==> src/rtl/mem_arbiter.sv <==
// Two-port round-robin arbiter in front of a single-port data memory.
// Optional grant counters are built when MEM_ARB_CNT_EN is defined.
//
// state  | meaning
// IDLE   | no transfer in progress; sample requests and pick an owner
// ACCESS | memory strobes asserted for MEM_LATENCY cycles
// RESP   | strobes low; one-cycle ack to the owner
module mem_arbiter #(
  parameter int MEM_LATENCY = 1,
  parameter int AW          = 32,
  parameter int DW          = 32
) (
  input  logic          clk,
  input  logic          rst,
  input  logic          req0,
  input  logic          we0,
  input  logic [AW-1:0] addr0,
  input  logic [DW-1:0] wdata0,
  output logic          ack0,
  output logic          gnt0,
  output logic [DW-1:0] rdata0,
  input  logic          req1,
  input  logic          we1,
  input  logic [AW-1:0] addr1,
  input  logic [DW-1:0] wdata1,
  output logic          ack1,
  output logic          gnt1,
  output logic [DW-1:0] rdata1,
  output logic [AW-1:0] mem_adrs,
  output logic [DW-1:0] mem_wdata,
  input  logic [DW-1:0] mem_rdata,
  output logic          mem_read,
  output logic          mem_write
`ifdef MEM_ARB_CNT_EN
  ,
  output logic [15:0]   grant_cnt0,
  output logic [15:0]   grant_cnt1
`endif
);

  typedef enum logic [1:0] {IDLE, ACCESS, RESP} state_t;

  localparam logic [3:0] CNT_INIT = 4'(MEM_LATENCY - 1);

  state_t        state_q, state_d;
  logic          owner_q, owner_d;
  logic          we_q, we_d;
  logic          last_q, last_d;
  logic          sel;
  logic [3:0]    cnt_q, cnt_d;
  logic [AW-1:0] adrs_q, adrs_d;
  logic [DW-1:0] wdata_q, wdata_d;
  logic [DW-1:0] rdata0_q, rdata0_d;
  logic [DW-1:0] rdata1_q, rdata1_d;

  always_ff @(posedge clk or negedge rst) begin
    if (!rst) begin
      state_q  <= IDLE;
      owner_q  <= 1'b0;
      we_q     <= 1'b0;
      last_q   <= 1'b1;
      cnt_q    <= '0;
      adrs_q   <= '0;
      wdata_q  <= '0;
      rdata0_q <= '0;
      rdata1_q <= '0;
    end else begin
      state_q  <= state_d;
      owner_q  <= owner_d;
      we_q     <= we_d;
      last_q   <= last_d;
      cnt_q    <= cnt_d;
      adrs_q   <= adrs_d;
      wdata_q  <= wdata_d;
      rdata0_q <= rdata0_d;
      rdata1_q <= rdata1_d;
    end
  end

  always_comb begin
    state_d  = state_q;
    owner_d  = owner_q;
    we_d     = we_q;
    last_d   = last_q;
    cnt_d    = cnt_q;
    adrs_d   = adrs_q;
    wdata_d  = wdata_q;
    rdata0_d = rdata0_q;
    rdata1_d = rdata1_q;
    // On a tie the port that was not served last wins.
    sel      = (req0 && req1) ? ~last_q : req1;
    case (state_q)
      IDLE: begin
        if (req0 || req1) begin
          owner_d = sel;
          we_d    = sel ? we1 : we0;
          adrs_d  = sel ? addr1 : addr0;
          wdata_d = sel ? wdata1 : wdata0;
          cnt_d   = CNT_INIT;
          state_d = ACCESS;
        end
      end
      ACCESS: begin
        if (cnt_q == 4'd0) begin
          state_d = RESP;
          if (!we_q) begin
            if (owner_q) rdata1_d = mem_rdata;
            else         rdata0_d = mem_rdata;
          end
        end else begin
          cnt_d = cnt_q - 4'd1;
        end
      end
      RESP: begin
        last_d  = owner_q;
        state_d = IDLE;
      end
      default: state_d = IDLE;
    endcase
  end

  assign gnt0      = (state_q != IDLE) && !owner_q;
  assign gnt1      = (state_q != IDLE) &&  owner_q;
  assign ack0      = (state_q == RESP) && !owner_q;
  assign ack1      = (state_q == RESP) &&  owner_q;
  assign mem_read  = (state_q == ACCESS) && !we_q;
  assign mem_write = (state_q == ACCESS) &&  we_q;
  assign mem_adrs  = adrs_q;
  assign mem_wdata = wdata_q;
  assign rdata0    = rdata0_q;
  assign rdata1    = rdata1_q;

`ifdef MEM_ARB_CNT_EN
  logic [15:0] gcnt0_q, gcnt0_d;
  logic [15:0] gcnt1_q, gcnt1_d;

  always_ff @(posedge clk or negedge rst) begin
    if (!rst) begin
      gcnt0_q <= '0;
      gcnt1_q <= '0;
    end else begin
      gcnt0_q <= gcnt0_d;
      gcnt1_q <= gcnt1_d;
    end
  end

  always_comb begin
    gcnt0_d = gcnt0_q;
    gcnt1_d = gcnt1_q;
    if (ack0) gcnt0_d = gcnt0_q + 16'd1;
    if (ack1) gcnt1_d = gcnt1_q + 16'd1;
  end

  assign grant_cnt0 = gcnt0_q;
  assign grant_cnt1 = gcnt1_q;
`endif

endmodule

==> config.mk <==
export PLATFORM = sky130hd
export DESIGN_NAME = mem_arbiter
export DESIGN_NICKNAME = d
export VERILOG_FILES = /design/src/rtl/mem_arbiter.sv
export SDC_FILE = /design/constraint.sdc
export NUM_CORES = 1
export LEC_CHECK = 0
export ABC_AREA = 1
export CAP_MARGIN = 15
export CORE_MARGIN = 10
export CORE_UTILIZATION = 41
export CTS_CLUSTER_DIAMETER = 200
export CTS_CLUSTER_SIZE = 20
export DETAILED_ROUTE_END_ITERATION = 6
export PLACE_DENSITY_LB_ADDON = 0.08
export SLEW_MARGIN = 20
export SYNTH_ARGS = -nofsm -noshare
export SYNTH_HDL_FRONTEND = slang
export SYNTH_SLANG_ARGS = --single-unit
==> constraint.sdc <==
create_clock -name clk -period 1.7 [get_ports clk]
set_input_delay 0.34 -clock clk [delete_from_list [all_inputs] [get_ports clk]]
set_output_delay 0.34 -clock clk [all_outputs]
set_load 0.01 [all_outputs]
After elaboration in Yosys (flattened, before gate mapping)
Index checks and enable logic that the tools add are counted.

Word-level logic and storage cells: 47. ROM bits: 0. Output and inout bits: 134. Latch bits: 0. Memory bits (writable): 0. Memories: 0. Bits of input ports: 166. Bits in registers: 137.

Equal/unequal tests: 5. $add $sub $neg: 1. Bitwise logic cells: 3. Reduce and logical (&&, ||, !) cells: 19. Divide/modulo/power cells: 0. $lt $le $gt $ge: 0. Muxes and demuxes: 10. Multipliers: 0. Shift-type cells: 0.

Operator list (number): $mux W32 (2); $mux W4 (2); $pmux W4 S2 (1); $reduce_and A4 Y1 (2); $logic_and A1 B1 Y1 (7); $ne A2 B2 Y1 const B (3); $logic_not A4 Y1 (1); $mux W2 (2); $pmux W2 S2 (1); $reduce_and A2 Y1 (2); $reduce_bool A2 Y1 (2); $sub A4 B1 Y4 const B (1); $not A1 Y1 (3); $reduce_and A3 Y1 (1); $eq A2 B1 Y1 const B (1); $eq A2 B2 Y1 const B (1); $logic_not A1 Y1 (2); $logic_not A2 Y1 (1); $mux W1 (2); $logic_or A1 B1 Y1 (1).

Depth between registers and ports, before layout
Gate-level depths: netlist (run 1).

Depth in word-level cells: 3. Depth in mapped cells: 8.

Worst setup path after synthesis (run 1)
Ideal clock, no wire load.

Kind: reg2reg. Start: register cnt_q[0]. End: register rdata0_q[10] (netlist: rdata0[10]). Cell stages (with the launch flop): 9. Setup slack: 0.328 ns. Required time: 1.579 ns. Library setup time: 0.121 ns. Arrival: 1.251 ns. Cells stage by stage: dfrtp_1 -> inv_1 -> ha_1 -> nand2_1 -> nor2_4 -> nand2_4 -> buf_2 -> nand2_1 -> o21ai_1.

Longest elaborated chain between the ends: 2.

RTL lines: start, declared (line 50) `logic [3:0] cnt_q, cnt_d;`; start signal, assigned (line 72) `cnt_q <= cnt_d;`; $logic_not A4 Y1 (line 104) `if (cnt_q == 4'd0) begin`; $reduce_and A4 Y1 (no line); end signal, assigned (line 75) `rdata0_q <= rdata0_d;`; end, declared (line 53) `logic [DW-1:0] rdata0_q, rdata0_d;`.

No other way between the ends. A chain may end at the register's enable or synchronous reset.

Worst setup path after layout (run 1)
Start: register adrs_q[6] (netlist: mem_adrs[6]). End: output port mem_adrs[6].

RTL lines: start, declared (line 51) `logic [AW-1:0] adrs_q, adrs_d;`; start signal, assigned (line 73) `adrs_q <= adrs_d;`; end, declared (line 29) `output logic [AW-1:0] mem_adrs,`.

No word-level cell between the ends.

==> flow_metrics.tcl, run 1 <==
set metrics [dict create \
    cpMaxStageDelayCell "clkdlybuf4s50_1" \
    fillers 1133 \
    syn-cell-area_um2 6060 \
    status "finished clean" \
    drt.antenna.violating_nets 0 \
    pwr-share-seq_pct 31.8 \
    nets 1121 \
    rows 44 \
    start_util_pct 41.8 \
    dpl.cell_count 1111 \
    maxCapViolCount 0 \
    drt-pass1-iter-count 4 \
    rsz0062_at_grt "yes" \
    timing.rr.start "state_q[0]" \
    fin_skew_ps 7.83 \
    hold_viol_final 0 \
    cts_root_buffer "clkbuf_16" \
    p_int_mw 11.8 \
    worstSetupStartpoint "mem_adrs[6]" \
    start_kind "flip-flop" \
    vias 5791 \
    seq_area_um2 3430 \
    p_comb_share_pct 47.0 \
    htree_levels 4 \
    grt_first_pass_wirelength_um 32700 \
    setup_violations 0 \
    diodes 0 \
    cts.clk_slew.worst_paths_ps 60 \
    min_period_ps 1680 \
    path_delay_family "buffers and inverters" \
    port_buffers 299 \
    synth_seq_cells 137 \
    required_ps 1360 \
    maxSlewViolCount 0 \
    cp_max_fo 2 \
    max_stage_delay_ps 550 \
    syn_nets 825 \
    hpwl_um 15900 \
    drt-wirelength-per-cell_um 18.6 \
    holdCritStartpoint "req1" \
    worst_slew_pin_slew_ps 458 \
    avgSynthCellArea_um2 9.22 \
    holdCritPathClass "in -> reg" \
    die_y_um 142 \
    drtIter0Drc 309 \
    cts_tree "done" \
    rr_endpoint "mem_wdata[26]" \
    grt_use_total_pct 20.7 \
    stdcell_count 1150 \
    path_depth 1 \
    clk_latency_ps 420 \
    critPathBufInv 1 \
    overflow 0 \
    fin_hold_ws_ps 413 \
    slew-limit-headroom_pct 69.4 \
    syn_inst 657 \
    drt_wl_total_um 21400 \
    total_leakage_power_nw 4.89 \
    die-area_um2 20000 \
    ys_seq_area_share_pct 56.6 \
    powerDensity_nw_per_um2 1820 \
    clockBufferDepth 2 \
    antenna_found_initial 0 \
    grt_max_degree 65 \
    drc 0 \
    area_growth_syn_to_layout_pct 65.4 \
    path_cells "clkdlybuf4s50_1" \
    routed_via_density 5.04 \
    clkSinkCount 137 \
    ys_warn_count 0 \
    multi_input_area_um2 2190 \
    grt_pass1_vias 5866 \
    place_congestion 0.913 \
    cts_buffers 17 \
    post-route-period-util_pct 98.5 \
    cp.arrival_ps 1340 \
    die-width_um 142 \
    clock.fmax_mhz 597 \
    drive_gt1_share_pct 7.97 \
    ff2ff_path_depth 8 \
    ios 300 \
    sw_frac_of_total_pct 35.4 \
    clock_power_share_pct 21.3 \
    synth_cell_types 23 \
    r2r_slack_ps 120 \
    power.switching_mw 6.47 \
    endpoint_kind "output port" \
    place_worst_setup_slack_ps -116 \
    ir_drop_uv 919 \
    critPathCapture "mem_adrs[6]" \
    critPathKind "reg -> out" \
    core_area_um2 14500 \
    fin_ws_ps 24.8 \
]
[Yosys cell counts, drive strengths merged]
library cell / count / area share (%)
nand2: 144 / 9.2
dfrtp: 136 / 56
nand3: 131 / 11
o21ai: 70 / 5.8
o21a: 64 / 7.9
buf: 44 / 4.8
inv: 42 / 2.6
nor2: 17 / 1.2
clkbuf: 3 / 0.19
ha: 2 / 0.41
dfstp: 1 / 0.43
nand4: 1 / 0.10
o22ai: 1 / 0.10
xor2: 1 / 0.14
[sequential cells by signal, indices dropped and copies added (netlist names)]
name and count:
cnt_q 4, last_q 1, mem_adrs 32, mem_wdata 32
owner_q 1, rdata0 32, rdata1 32, state_q 2
we_q 1
[layer usage]
| layer | part of all wire, % | vias up | track usage, % |
|---|---|---|---|
| met1 | 39 | 2769 | 23.7 |
| li1 | - | 2787 | - |
| met2 | 52 | 216 | 36.1 |
| met3 | 7.6 | 19 | 6.17 |
| met5 | 0 | - | 0 |
| met4 | 1.4 | 0 | 6.24 |
[power by group through the flow]
stage,clock network (mW),logic (mW),registers (mW)
after CTS,3.96,8.86,5.83
after global placement,0,8.68,5.80
after floorplan,0,3.40,6.55
after global routing,4.11,9.39,6.00
after detailed placement,0,8.91,5.88
final,3.89,8.58,5.81
[placed cells by master (no fill, tap or decap), types with 10 or more instances in the layout]
cell,instances
nor2_1,14
nand3_1,131
inv_1,39
dlygate4sd2_1,20
nand2_1,138
buf_12,10
buf_4,13
dfrtp_1,135
o21a_1,64
o21ai_1,64
dlymetal6s2s_1,54
clkdlybuf4s50_1,217
clkbuf_16,17
[final cells by class]
type                       instances  share of cell area, %
clock buffer                      19                   4.32
timing repair buffer             324                   33.8
clock inverter                    13                   1.91
sequential                       137                   34.2
inverter                          42                   1.59
multi-input combinational        431                   21.8
tap                              184                   2.30
[worst min-delay path by stage]
stage                         end  depth (start not counted)  slack (ps)
floorplan                cnt_q[0]                          0          40
global placement        rdata1[9]                          1         310
global route        mem_wdata[21]                          4         440
detailed placement      rdata1[9]                          1         310
CTS                 mem_wdata[30]                          4         400
finish              mem_wdata[30]                          4         410
[stage by stage]
stage	cell area (um2)	utilization [%]	power (mW)	TNS, ps
2_1_floorplan	6060	-	9.94	0
3_3_place_gp	9240	63.8	14.5	-386
3_5_place_dp	9240	63.8	14.8	-2240
4_1_cts	9880	68.3	18.7	0
5_1_grt	10000	69.2	19.5	-59.2
6_report	10000	69.2	18.3	0
[cell families after synthesis]
family                     Yosys count  synth area share, %
AOI/OAI and AO/OA                  135                 13.9
and+or+nand+nor                    293                 21.4
DFF                                137                 56.6
buffers and inverters               89                 7.58
adders and majority gates            2                0.413
xor gates and xnor gates             1                0.145
[repair_timing]
item                                   CTS  global route
endpoints found under the hold margin   39             0
pin swaps                                1             2
buffers inserted                         4             2
setup endpoints to repair               26            61
gates resized for setup                 40            64
hold buffers                             1             0
Power figures use the tool's default switching activity.
==> inputs of run 2 (changes only) <==
--- a/config.mk
+++ b/config.mk
@@ -10,9 +10,10 @@
 export CORE_MARGIN = 10
 export CORE_UTILIZATION = 41
 export CTS_CLUSTER_DIAMETER = 200
-export CTS_CLUSTER_SIZE = 20
+export CTS_CLUSTER_SIZE = 30
 export DETAILED_ROUTE_END_ITERATION = 6
 export PLACE_DENSITY_LB_ADDON = 0.08
+export RECOVER_POWER = 50
 export SLEW_MARGIN = 20
 export SYNTH_ARGS = -nofsm -noshare
 export SYNTH_HDL_FRONTEND = slang
==> flow_metrics.tcl, run 2 (synthesized netlist as in run 1, its figures left out) <==
set metrics [dict create \
    place_worst_setup_slack_ps -116 \
    routed_via_density 5.04 \
    htree_levels 4 \
    drtIter0Drc 309 \
    critPathKind "reg -> out" \
    antenna_found_initial 0 \
    pwr-share-seq_pct 31.8 \
    overflow 0 \
    clockBufferDepth 2 \
    cts.clk_slew.worst_paths_ps 60 \
    rsz0062_at_grt "yes" \
    cts_buffers 17 \
    clock.fmax_mhz 597 \
    critPathBufInv 1 \
    path_cells "clkdlybuf4s50_1" \
    total_leakage_power_nw 4.89 \
    layout_common_cells "217 x clkdlybuf4s50_1, 138 x nand2_1, 135 x dfrtp_1" \
    hold_viol_final 0 \
    powerDensity_nw_per_um2 1830 \
    ir_drop_uv 919 \
    die_y_um 142 \
    setup_violations 0 \
    ios 300 \
    grt_use_total_pct 20.7 \
    drt_wl_total_um 21400 \
    cp.arrival_ps 1340 \
    core_area_um2 14500 \
    drt-wirelength-per-cell_um 18.6 \
    cts_tree "done" \
    maxCapViolCount 0 \
    maxSlewViolCount 0 \
    required_ps 1360 \
    cts_root_buffer "clkbuf_16" \
    worst_slew_pin_slew_ps 1120 \
    power_mw 18.3 \
    rows 44 \
    die-area_um2 20000 \
    clock_power_share_pct 21.3 \
    start_util_pct 41.8 \
    max_stage_delay_ps 550 \
    drc 0 \
    cpMaxStageDelayCell "clkdlybuf4s50_1" \
    post-route-period-util_pct 98.5 \
    fin_skew_ps 7.83 \
    vias 5791 \
    grt_first_pass_wirelength_um 32700 \
    drt.antenna.violating_nets 0 \
    fillers 1135 \
    nets 1121 \
    slew-limit-headroom_pct 25.3 \
    met2_usage_pct 36.1 \
    die-width_um 142 \
    sw_frac_of_total_pct 35.4 \
    cp_max_fo 2 \
    use_met3_pct 6.17 \
    grt-busiest-layer "met2" \
    status "finished clean" \
    drive_gt1_share_pct 7.97 \
    met1_usage_pct 23.7 \
    drt-pass1-iter-count 4 \
    stdcell_count 1150 \
    min_period_ps 1680 \
    area_growth_syn_to_layout_pct 65.3 \
    path_delay_family "buffers and inverters" \
    grt_max_degree 65 \
    fin_hold_ws_ps 413 \
    hpwl_um 15900 \
    start_kind "flip-flop" \
    holdCritPathClass "in -> reg" \
    final_common_cell "clkdlybuf4s50_1" \
    grt_pass1_vias 5866 \
    clk_latency_ps 420 \
    port_buffers 299 \
    p_int_mw 11.8 \
    clkSinkCount 137 \
    power.switching_mw 6.47 \
    place_congestion 0.913 \
    p_comb_share_pct 47.0 \
    fin_ws_ps 24.8 \
    dpl.cell_count 1111 \
    endpoint_kind "output port" \
    diodes 0 \
]
run 2: timing repair:
item	CTS	global route
pin swaps	1	2
setup buffers	4	2
endpoints found under the hold margin	39	0
setup endpoints to repair	26	61
resized for setup	40	64
hold buffers	1	0
run 2: power groups by stage:
stage | combinational (mW) | sequential (mW) | clock (mW)
after floorplan | 3.40 | 6.55 | 0
after global placement | 8.68 | 5.80 | 0
after detailed placement | 8.91 | 5.88 | 0
after CTS | 8.86 | 5.83 | 3.96
after global routing | 9.39 | 6.00 | 4.11
final | 8.58 | 5.81 | 3.89
run 2: stage by stage:
| stage | TNS, ps | cell area, um2 | util (%) |
|---|---|---|---|
| floorplan | 0 | 6060 | - |
| detailed placement | -2240 | 9240 | 63.8 |
| global placement | -386 | 9240 | 63.8 |
| CTS | 0 | 9880 | 68.3 |
| finish | 0 | 10000 | 69.2 |
| global route | -59.2 | 10000 | 69.2 |
run 2: layout make-up:
| type | count | area, um2 | share of cell area, % |
|---|---|---|---|
| flip-flops and latches | 137 | 3430 | 34.3 |
| well taps | 184 | 230 | 2.30 |
| repair buffers | 324 | 3380 | 33.8 |
| multi-input cells | 431 | 2190 | 21.9 |
| clock inverters | 13 | 191 | 1.91 |
| clock buffers | 19 | 433 | 4.32 |
| inverters | 42 | 159 | 1.59 |
run 2: final timing paths:
| kind | endpoint | start | slack, ps | depth (start not counted) |
|---|---|---|---|---|
| max | mem_adrs[6] | mem_adrs[6] | 20 | 1 |
| min | mem_wdata[30] | req1 | 410 | 4 |
| max reg2reg | mem_wdata[26] | state_q[0] | 120 | 8 |
| min reg2reg | mem_adrs[21] | mem_adrs[21] | 480 | 1 |
| max in group asynchronous | last_q | rst | 240 | 3 |
| min in group asynchronous | rdata0[8] | rst | 690 | 2 |
run 2: routing by layer:
layer | part of all wire [%] | routed length [um] | vias to the layer above
met2 | 52 | 11100 | 216
met5 | 0 | 0 | -
met4 | 1.4 | 297 | 0
met3 | 7.6 | 1640 | 19
li1 | - | - | 2787
met1 | 39 | 8440 | 2769
